$ cat src/rtl/hazard_pkg.sv
// Shared types and helpers for the pipeline hazard-control block.
// Holds the scoreboard entry layout, the x0 constant and the fwd_sel width helper.
package hazard_pkg;

    // Width of the rd field stored in each scoreboard entry.
    // The unit's REG_AW must not exceed it; narrower addresses are zero-extended.
    localparam int SB_RD_W = 5;

    localparam logic [SB_RD_W-1:0] REG_X0 = '0;

    typedef struct packed {
        logic               valid;
        logic [SB_RD_W-1:0] rd;
        logic               is_load;
    } sb_entry_t;

    // Width of a forwarding select over DEPTH stages.
    // Value 0 means regfile, so DEPTH+1 codes are needed.
    function automatic int fwd_w(input int depth);
        return $clog2(depth + 1);
    endfunction

endpackage

$ cat src/rtl/hazard_match.sv
// Youngest-match priority search of the scoreboard for one source operand.
// Ports: sb (scoreboard), addr/used (operand), sel (forward select), load_hit.
module hazard_match
    import hazard_pkg::*;
#(
    parameter int DEPTH      = 3,
    parameter int LOAD_READY = 1,
    parameter int SEL_W      = 2
) (
    input  sb_entry_t [DEPTH-1:0] sb,
    input  logic [SB_RD_W-1:0]    addr,
    input  logic                  used,
    output logic [SEL_W-1:0]      sel,
    output logic                  load_hit
);

    logic [DEPTH-1:0] hit;

    always_comb begin
        hit = '0;
        for (int j = 0; j < DEPTH; j++) begin
            hit[j] = used
                   & (addr != REG_X0)
                   & sb[j].valid
                   & (sb[j].rd == addr);
        end
    end

    // Scan oldest to youngest so the lowest index
    // (youngest producer) is the last one written.
    always_comb begin
        sel = '0;
        for (int j = DEPTH - 1; j >= 0; j--) begin
            if (hit[j]) begin
                sel = SEL_W'(j + 1);
            end
        end
    end

    // A load whose data is not yet on any stage output
    // cannot be forwarded and must hold decode.
    always_comb begin
        load_hit = 1'b0;
        for (int j = 0; j < DEPTH; j++) begin
            if ((j < LOAD_READY) && hit[j] && sb[j].is_load) begin
                load_hit = 1'b1;
            end
        end
    end

endmodule

$ cat src/rtl/hazard_unit.sv
// Hazard control: scoreboard of in-flight rd behind decode, forwarding selects,
// load-use stall and branch/jump flush. Optional perf counters: HAZARD_PERF_EN.
// Ports: clk, rst_n; dec_* (decode instruction), exec_pc_src (redirect);
// stall_fetch/stall_decode, flush_decode/flush_exec, fwd_sel_rs1/rs2;
// stall_count/flush_count only when HAZARD_PERF_EN is defined.
module hazard_unit
    import hazard_pkg::*;
#(
    parameter int DEPTH      = 3,
    parameter int REG_AW     = 5,
    parameter int LOAD_READY = 1,
    parameter int CNT_W      = 32
) (
    input  logic                       clk,
    input  logic                       rst_n,
    input  logic                       dec_valid,
    input  logic [REG_AW-1:0]          dec_rs1_addr,
    input  logic [REG_AW-1:0]          dec_rs2_addr,
    input  logic                       dec_rs1_used,
    input  logic                       dec_rs2_used,
    input  logic [REG_AW-1:0]          dec_rd_addr,
    input  logic                       dec_rd_write_enable,
    input  logic                       dec_is_load,
    input  logic                       exec_pc_src,
    output logic                       stall_fetch,
    output logic                       stall_decode,
    output logic                       flush_decode,
    output logic                       flush_exec,
    output logic [fwd_w(DEPTH)-1:0]    fwd_sel_rs1,
    output logic [fwd_w(DEPTH)-1:0]    fwd_sel_rs2
`ifdef HAZARD_PERF_EN
    ,
    output logic [CNT_W-1:0]           stall_count,
    output logic [CNT_W-1:0]           flush_count
`endif
);

    localparam int SEL_W = fwd_w(DEPTH);

    if (LOAD_READY >= DEPTH || DEPTH < 2
        || REG_AW > SB_RD_W || REG_AW < 1 || CNT_W < 1) begin : g_param_check
        $error("hazard_unit: need DEPTH>=2, LOAD_READY<DEPTH, REG_AW<=%0d",
               SB_RD_W);
    end

    sb_entry_t [DEPTH-1:0] sb_q;
    sb_entry_t             sb_in;

    logic [SB_RD_W-1:0] rs1_ext;
    logic [SB_RD_W-1:0] rs2_ext;
    logic [SB_RD_W-1:0] rd_ext;

    logic [SEL_W-1:0] sel_rs1;
    logic [SEL_W-1:0] sel_rs2;
    logic             lu_rs1;
    logic             lu_rs2;
    logic             stall;
    logic             flush;

    assign rs1_ext = SB_RD_W'(dec_rs1_addr);
    assign rs2_ext = SB_RD_W'(dec_rs2_addr);
    assign rd_ext  = SB_RD_W'(dec_rd_addr);

    hazard_match #(
        .DEPTH      (DEPTH),
        .LOAD_READY (LOAD_READY),
        .SEL_W      (SEL_W)
    ) u_match_rs1 (
        .sb       (sb_q),
        .addr     (rs1_ext),
        .used     (dec_rs1_used),
        .sel      (sel_rs1),
        .load_hit (lu_rs1)
    );

    hazard_match #(
        .DEPTH      (DEPTH),
        .LOAD_READY (LOAD_READY),
        .SEL_W      (SEL_W)
    ) u_match_rs2 (
        .sb       (sb_q),
        .addr     (rs2_ext),
        .used     (dec_rs2_used),
        .sel      (sel_rs2),
        .load_hit (lu_rs2)
    );

    // Outputs are held low while reset is asserted; a redirect
    // wins over a load-use stall since the stalled op is squashed.
    always_comb begin
        flush = rst_n & exec_pc_src;
        stall = rst_n & dec_valid & ~exec_pc_src & (lu_rs1 | lu_rs2);
    end

    always_comb begin
        stall_fetch  = stall;
        stall_decode = stall;
        flush_decode = flush;
        flush_exec   = flush;
        fwd_sel_rs1  = sel_rs1;
        fwd_sel_rs2  = sel_rs2;
    end

    // Entry entering exec; a stall or flush turns it into a bubble.
    always_comb begin
        sb_in         = '0;
        sb_in.valid   = dec_valid
                      & dec_rd_write_enable
                      & (rd_ext != REG_X0);
        sb_in.rd      = rd_ext;
        sb_in.is_load = dec_is_load;
        if (stall || exec_pc_src) begin
            sb_in = '0;
        end
    end

    always_ff @(posedge clk or negedge rst_n) begin
        if (!rst_n) begin
            sb_q <= '0;
        end else begin
            sb_q <= {sb_q[DEPTH-2:0], sb_in};
        end
    end

`ifdef HAZARD_PERF_EN
    always_ff @(posedge clk or negedge rst_n) begin
        if (!rst_n) begin
            stall_count <= '0;
            flush_count <= '0;
        end else begin
            if (stall) begin
                stall_count <= stall_count + CNT_W'(1);
            end
            if (flush) begin
                flush_count <= flush_count + CNT_W'(1);
            end
        end
    end
`endif

endmodule

$ cat config.mk
export PLATFORM = sky130hd
export DESIGN_NAME = hazard_unit
export DESIGN_NICKNAME = d
export VERILOG_FILES = /design/src/rtl/hazard_pkg.sv /design/src/rtl/hazard_match.sv /design/src/rtl/hazard_unit.sv
export SDC_FILE = /design/constraint.sdc
export NUM_CORES = 1
export LEC_CHECK = 0
export CAP_MARGIN = 20
export CORE_MARGIN = 2
export CORE_UTILIZATION = 55
export DETAILED_ROUTE_END_ITERATION = 6
export DONT_BUFFER_PORTS = 1
export PLACE_DENSITY = 0.73
export SLEW_MARGIN = 20
export SYNTH_ARGS = -nofsm -noshare
export SYNTH_HDL_FRONTEND = slang
export SYNTH_SLANG_ARGS = --single-unit
$ cat constraint.sdc
create_clock -name clk -period 1.8 [get_ports clk]
set_input_delay 0.18 -clock clk [delete_from_list [all_inputs] [get_ports clk]]
set_output_delay 0.18 -clock clk [all_outputs]
set_load 0.05 [all_outputs]
==> Yosys cells after proc, flatten, opt, wreduce, memory -nomap -nowiden <==
Cells that the tools add are included.
{ "totals": {"output_inout_bits": 8, "register_bits": 19, "wordCells": 50, "input_bits": 23} }
{ "op_classes": {"n_reduce_logical": 6, "bitwise_logic": 22, "n_eq_ne": 6, "mux": 9} }
{ "ops": {"columns": ["cell", "count"], "rows": [
  ["5-bit equality test", 6],
  ["1-bit bitwise AND", 20],
  ["5-bit nonzero test", 3],
  ["2-bit 2-to-1 mux", 6],
  ["7-bit 2-to-1 mux", 1],
  ["1-bit logical AND", 2],
  ["1-bit 2-to-1 mux", 2],
  ["1-bit logical OR", 1],
  ["1-bit NOT", 1],
  ["1-bit bitwise OR", 1]
]} }

==> Logic depth before layout (Yosys ltp) <==
{ "logic_depth": {"word_depth": 10, "ltp_mapped": 5, "depth_no_buf": 5} }

==> Cells and area by module <==
From an unflattened synthesis, not the netlist that was laid out.
{ "unflattened": {"cells_unflattened": 93, "area_unflattened_um2": 1073.5} }
{ "modules_own_cells": {"columns": ["module", "seq_area_each_um2", "area_per_inst_um2", "cells_per_inst", "instances"], "rows": [
  ["hazard_unit", 525.5, 623.1, 35, 1],
  ["hazard_match", 0.0, 225.2, 29, 2]
]} }

==> Worst setup path after synthesis <==
No wires, ideal clock.
{ "synth_timing": {"path_kind": "input to output", "start": "input dec_rs1_addr[1]", "end": "output fwd_sel_rs1[0]", "slack_ns": -0.536, "path_buffers": 0, "arrival_time_ns": 2.156, "required_ns": 1.620, "path_stages": 4, "path_cell_list": "or4_4 > o21ai_4 > nor3_1 > o31ai_1"} }
{ "synth_between": {"elab_chain_cells": 7, "word_cells_on_any_way": 14, "classes_between": "eq/ne: 3; mux: 3; bitwise: 7; reduce/logical: 1"} }
{ "synth_rtl": {"columns": ["item", "line", "source"], "rows": [
  ["start, declared", "hazard_unit.sv:17", "input logic [REG_AW-1:0] dec_rs1_addr,"],
  ["5-bit nonzero test", "hazard_match.sv:23", "& (addr != REG_X0)"],
  ["1-bit bitwise AND", "hazard_match.sv:23", null],
  ["1-bit bitwise AND", "hazard_match.sv:24", "& sb[j].valid"],
  ["1-bit bitwise AND", "hazard_match.sv:25", "& (sb[j].rd == addr);"],
  ["2-bit 2-to-1 mux (2 in series)", "hazard_match.sv:34", "if (hit[j]) begin"],
  ["2-bit 2-to-1 mux (*)", "hazard_match.sv:34", null],
  ["end, declared", "hazard_unit.sv:29", "output logic [fwd_w(DEPTH)-1:0] fwd_sel_rs1,"]
]} }
Every way passes the cells marked *; elsewhere a longest branch is shown, timed or not.

==> Worst setup path in the final report <==
{ "layout_timing": {"start": "register sb_q[5] (netlist bit)", "end": "output fwd_sel_rs2[1]"} }
{ "layout_between": {"elab_chain_cells": 3} }
{ "layout_rtl": {"columns": ["item", "line", "source"], "rows": [
  ["start, declared", "hazard_unit.sv:46", "sb_entry_t [DEPTH-1:0] sb_q;"],
  ["start signal, assigned", "hazard_unit.sv:121", "sb_q <= {sb_q[DEPTH-2:0], sb_in};"],
  ["5-bit equality test", "hazard_match.sv:25", null],
  ["1-bit bitwise AND", "hazard_match.sv:25", null],
  ["2-bit 2-to-1 mux", "hazard_match.sv:34", null],
  ["end, declared", "hazard_unit.sv:30", "output logic [fwd_w(DEPTH)-1:0] fwd_sel_rs2"]
]} }
Every way passes these cells.

==> impl_metrics.env <==
export IMPL_area_delta_synth_final_pct=22.09
export IMPL_grt_ovfl_total=0
export IMPL_vias_per_cell=5.890
export IMPL_core_mm2=0.001783
export IMPL_nets=126
export IMPL_io_buffers=0
export IMPL_dp_cells=119
export IMPL_initial_core_util=0.6035
export IMPL_die_y_um=48.23
export IMPL_cts_clk_slew_worst_paths_ns=0.10
export IMPL_synth_distinct_cells=23
export IMPL_cp_top_family="simple AND/OR/NAND/NOR gates"
export IMPL_clockBufferDepth=2
export IMPL_cts_sinks=19
export IMPL_drt_iter0_markers=8
export IMPL_drt_pass1_iterations=4
export IMPL_drc=0
export IMPL_clkLatencyLatePin_ns=0.29
export IMPL_drive_gt1_frac=0.3333
export IMPL_vdd_drop_max_mv=0.5492
export IMPL_syn_avg_cell_area_um2=12.23
export IMPL_slew_viol_final=0
export IMPL_cp_arrival_ns=1.86
export IMPL_path_cells="xor2_1 -> nor4_2 -> nand4b_2 -> buf_6 -> o21a_1 -> buf_12"
export IMPL_wirelength_mm=2.167
export IMPL_gp_congestion=0.8272
export IMPL_largest_register_ffs=19
export IMPL_row_count=15
export IMPL_critPathSlowestCell="dfrtp_1"
export IMPL_top_regs="sb_q (19)"
export IMPL_n_antenna_cell=0
export IMPL_grt_pass1_vias=794
export IMPL_dieArea_mm2=0.002326
export IMPL_cellLeakagePower_nw=0.5499
export IMPL_crit_fanout=3
export IMPL_vias=748
export IMPL_finalWorstSetupSlack_ns=-0.2418
export IMPL_slew_limit_headroom=0.4394
export IMPL_cp_end_kind="output pin"
export IMPL_chipWidth_um=48.23
export IMPL_required_ns=1.62
export IMPL_io_pins=31
export IMPL_detail_route_wl_per_cell_um=17.06
export IMPL_p_per_area_mw_per_mm2=613.1
export IMPL_hp_class="primary input to flip-flop"
export IMPL_finalSetupViolations=6
export IMPL_root_buffer="clkbuf_4"
export IMPL_placed_area_mm2=0.001204
export IMPL_fin_crit_sh=1.134
export IMPL_crit_type="flip-flop to output pin"
export IMPL_syn_nets=111
export IMPL_grt_start_max_net_pins=20
export IMPL_outcome="finished, violations left"
export IMPL_syn_cell_area_mm2=0.001076
export IMPL_antenna_found_initial=0
export IMPL_worstSetupStartpointType="flip-flop"
export IMPL_yosysSeqAreaShare=0.4419
export IMPL_failed_checks="setup timing"
export IMPL_grt_usage=0.2122
export IMPL_rsz0062_at_grt="true"
export IMPL_cp_buffers_inverters=2
export IMPL_detailed_place_hpwl_mm=1.632
export IMPL_cts_made_buffers=3
export IMPL_cts_tree="yes"
export IMPL_max_freq_mhz=489.8
export IMPL_grt_pass1_wl_mm=3.325
export IMPL_drv_cap=0
export IMPL_ys_ff_latch=19
export IMPL_post_route_min_period_ns=2.042
export IMPL_syn_inst=88
export IMPL_final_cell_count_no_fill=127
export IMPL_regMostFlops="sb_q"
export IMPL_detail_route_antenna_nets=0
export IMPL_yosysWarningCount=0
export IMPL_worst_pin_slew_ns=0.8381
export IMPL_hold_violations=0
export IMPL_skew_ns=0.003610
export IMPL_fin_area_mm2=0.001314
export IMPL_slowest_delay_ns=0.44
export IMPL_post_route_util=0.7368
export IMPL_cts_max_level=1
==> metal layers <==
metal	vias up	GRT usage	wire length, um
li1	344	-	-
met1	367	0.2589	843
met2	28	0.3658	1156
met3	9	0.03333	114
met4	0	0.09730	53
met5	-	0	0
==> worst register-to-register path, cell delays in order, from the launching register on <==
cell      delay (ns)
dfrtp_1         0.44
xor2_1          0.19
nor4_2          0.29
nand4b_2        0.21
a21oi_4         0.23
buf_12          0.20
nor3b_2         0.06
==> layout make-up <==
class	instances	area, um^2
Sequential cell	19	475.5
Fill cell	135	469.2
Clock buffer	4	26.28
Tap cell	25	31.28
Timing Repair Buffer	13	155.1
Multi-Input combinational cell	66	625.6
==> cells by family (layout without fill, tap and decap cells) <==
kind of cell | Yosys count | in the layout | share of synthesized area
AOI/OAI and AO/OA | 8 | 8 | 0.08023
and+or+nand+nor | 28 | 28 | 0.2163
buffers and inverters | 3 | 17 | 0.01743
DFF | 19 | 19 | 0.4419
xor gates and xnor gates | 30 | 30 | 0.2442
==> final timing paths <==
kind	start	to	slack [ns]	depth (start not counted)
max	sb_q[5]	fwd_sel_rs2[1]	-0.24	6
min	dec_valid	sb_q[6]	0.04	2
max reg2reg	sb_q[5]	sb_q[0]	0.07	6
min reg2reg	sb_q[13]	sb_q[20]	0.41	0
max in group asynchronous	rst_n	sb_q[17]	0.86	1
min in group asynchronous	rst_n	sb_q[3]	0.43	1
==> layout by cell type (no fill, tap or decap), types with 2 or more instances in the layout <==
cell and n:
nor3_1 2, dlygate4sd3_1 2, o21a_1 2, nand3_1 2, nand4_1 2, xnor2_1 14, o21ai_4 2, clkbuf_4 3
nand4b_2 2, nor4_2 4, nand2_1 2, buf_4 4, nor2_1 2, buf_12 3, or4_4 2, buf_6 4
nor3b_2 6, xor2_1 16, dfrtp_1 19
==> synth_stat cells <==
cell type  number  area share
nor4_1          4       0.023
o21a_1          2       0.014
nand4_1         2       0.012
nand4b_2        2       0.028
nor2_1          2      0.0070
nor3b_2         6       0.070
dfrtp_1        19        0.44
buf_4           2       0.014
nor3_2          1      0.0093
o31ai_1         2       0.014
o211ai_1        1      0.0070
xor2_1         16        0.13
and2_1          1      0.0058
xnor2_1        14        0.11
nor3_1          2      0.0093
a21oi_4         1       0.015
nand4b_1        1      0.0081
or4_1           1      0.0070
nand2_1         2      0.0070
or4_4           2       0.021
clkbuf_1        1      0.0035
o21ai_4         2       0.030
nand3_1         2      0.0093
==> stage by stage <==
step                      setup slack (ns)  total power, W  hold slack (ns)  setup TNS (ns)
final                              -0.2418       0.0008055          0.03715          -1.136
after global routing               -0.3355       0.0008449          0.02945          -1.865
after CTS                          -0.2245       0.0008103          0.02992          -1.193
after detailed placement           0.02168       0.0005771          -0.1151               0
after global placement           -0.001762       0.0005739          -0.1151       -0.003808
after floorplan                    -0.2217       0.0005630          -0.1156         -0.7230
==> what timing repair did <==
action,in CTS,in global routing
setup buffers,2,2
hold buffers,2,0
endpoints found under the hold margin,26,0
pin swaps,4,8
endpoints found under the setup margin,6,13
resized for setup,7,2
cloned,0,0
==> power breakdown <==
group	internal [W]	total, W	leakage [nW]	switching [W]
combinational	0.0000661	0.000130	0.288	0.0000637
sequential	0.000448	0.000467	0.247	0.0000196
clock	0.0000861	0.000209	0.0150	0.000123
(Power assumes the default switching activity.)
==> edit (same flow settings) <==
The package constant `REG_X0` goes from '0 to 1.
--- a/src/rtl/hazard_pkg.sv
+++ b/src/rtl/hazard_pkg.sv
@@ -6,7 +6,7 @@
     // The unit's REG_AW must not exceed it; narrower addresses are zero-extended.
     localparam int SB_RD_W = 5;
 
-    localparam logic [SB_RD_W-1:0] REG_X0 = '0;
+    localparam logic [SB_RD_W-1:0] REG_X0 = 1;
 
     typedef struct packed {
         logic               valid;
Check against the original RTL: not equivalent (a bounded check fails within 4 cycles, from zero or initial values and one cycle with rst_n low).
==> edit against the original RTL <==
- the run still ends with setup timing left
- die area down 1.5%
- synthesized area down 1.6%
- cell area down 0.48%
- worst setup slack better by 0.031 ns
- wire length up 6.1%
- register-to-register slack better by 0.04 ns
- sequential cell count unchanged
- power up 0.79%
- via count down 0.13%
- largest cell class unchanged
==> edit: results (changes against the original RTL) <==
{| class="wikitable"
! Metric !! Value
|-
| Global-route wire length before repair || 3310 microns (-0.60%)
|-
| Worst Setup SP || sb_q[16]
|-
| WHS || 0.00205 ns (-0.0351 ns)
|-
| Number of global-route vias before repair || 787 (-0.88%)
|-
| Total net switching power || 0.212 mW (+3.0%)
|-
| Post-Synthesis Net Count || 112 (+0.90%)
|-
| Number of standard cells after synthesis || 89 (+1.1%)
|-
| Yosys cell types || 21 (-8.7%)
|-
| Commonest cells in the synthesized netlist || dfrtp_1 (19), xor2_1 (16), xnor2_1 (14)
|-
| Vias per std cell || 5.79 (-1.7%)
|-
| Depth of the worst register-to-register path || 6 (unchanged)
|-
| GRT met3 Usage || 0.0528 (+0.0195)
|-
| Routed length on met1 || 878 microns (+4.2%)
|-
| Clock skew after layout || 0.0136 ns (+0.0100 ns)
|-
| Data arrival at the endpoint of the critical path || 1.83 ns (-0.03 ns)
|-
| Remaining max-slew budget at the tightest pin || 0.448 (+0.00831)
|-
| Fin Setup TNS || -1.12 ns (+0.0203 ns)
|-
| Average wire per cell in the routed design || 17.8 microns (+4.5%)
|-
| Run status || complete, but fails checks
|-
| Worst Setup EP || fwd_sel_rs1[0]
|-
| Share of layout cells above drive strength 1 || 0.337 (+0.00321)
|-
| Clk network pwr share || 0.260 (about the same)
|-
| Total length of routed wires || 2300 microns (+6.1%)
|-
| Placed wire-length estimate after detailed placement || 1700 microns (+4.0%)
|-
| CTS H-Tree Depth || 1 (unchanged)
|-
| Number of DRC markers in iteration 0 || 15 (+7)
|-
| Standby leakage power || 0.558 nW (+1.5%)
|-
| PnR worst setup slack || -0.211 ns (+0.0310 ns)
|-
| Sum of met3 wire segment lengths after detailed routing || 180 microns (+58%)
|-
| Delay of the slowest cell on the worst path || 0.41 ns (-0.03 ns)
|-
| Met2 track demand over resource || 0.395 (+0.0289)
|-
| WL met2 || 1180 microns (+2.3%)
|-
| Setup slack after placement || 0.00989 ns (-0.0118 ns)
|-
| Most area-consuming cells after synthesis || dfrtp_1 (45%), xor2_1 (13%), xnor2_1 (12%)
|-
| Number of instances in the placed design || 120 (+0.84%)
|-
| Setup violation total in the final timing report || 6 (unchanged)
|-
| R2R Path End || sb_q[2]
|-
| Violations in the final reports || setup timing
|-
| Cell area after placement || 0.00119 sq mm (-1.5%)
|-
| Critical path peak fanout || 2 (-1)
|}
==> edit: cell types whose count changed after synthesis, sizes merged <==
cell	unedited run	this run
nand3	2	3
or4b	0	2
nand2	2	3
o211ai	1	0
nor4	4	5
or4	3	0
==> edit: area by class of cell <==
cell class	count	area, sq um
tap	25	31.3
clock buffer	4	26.3
timing repair buffer	14	163
multi-input combinational	67	612
sequential	19	475
fill	147	457
==> edit: logic make-up after synthesis <==
family                 count (synthesis)  synth area share
flip-flops                            19             0.449
XOR/XNOR                              30             0.248
buffers and inverters                  3            0.0177
AND/OR/NAND/NOR                       30             0.225
AO/OA/AOI/OAI                          7            0.0603
==> edit: repair_timing <==
action,in CTS,in global routing
cloned,0,0
resized for setup,8,2
pin swaps,17,7
endpoints found under the hold margin,26,0
hold buffers,2,0
setup buffers,3,2
endpoints found under the setup margin,6,13
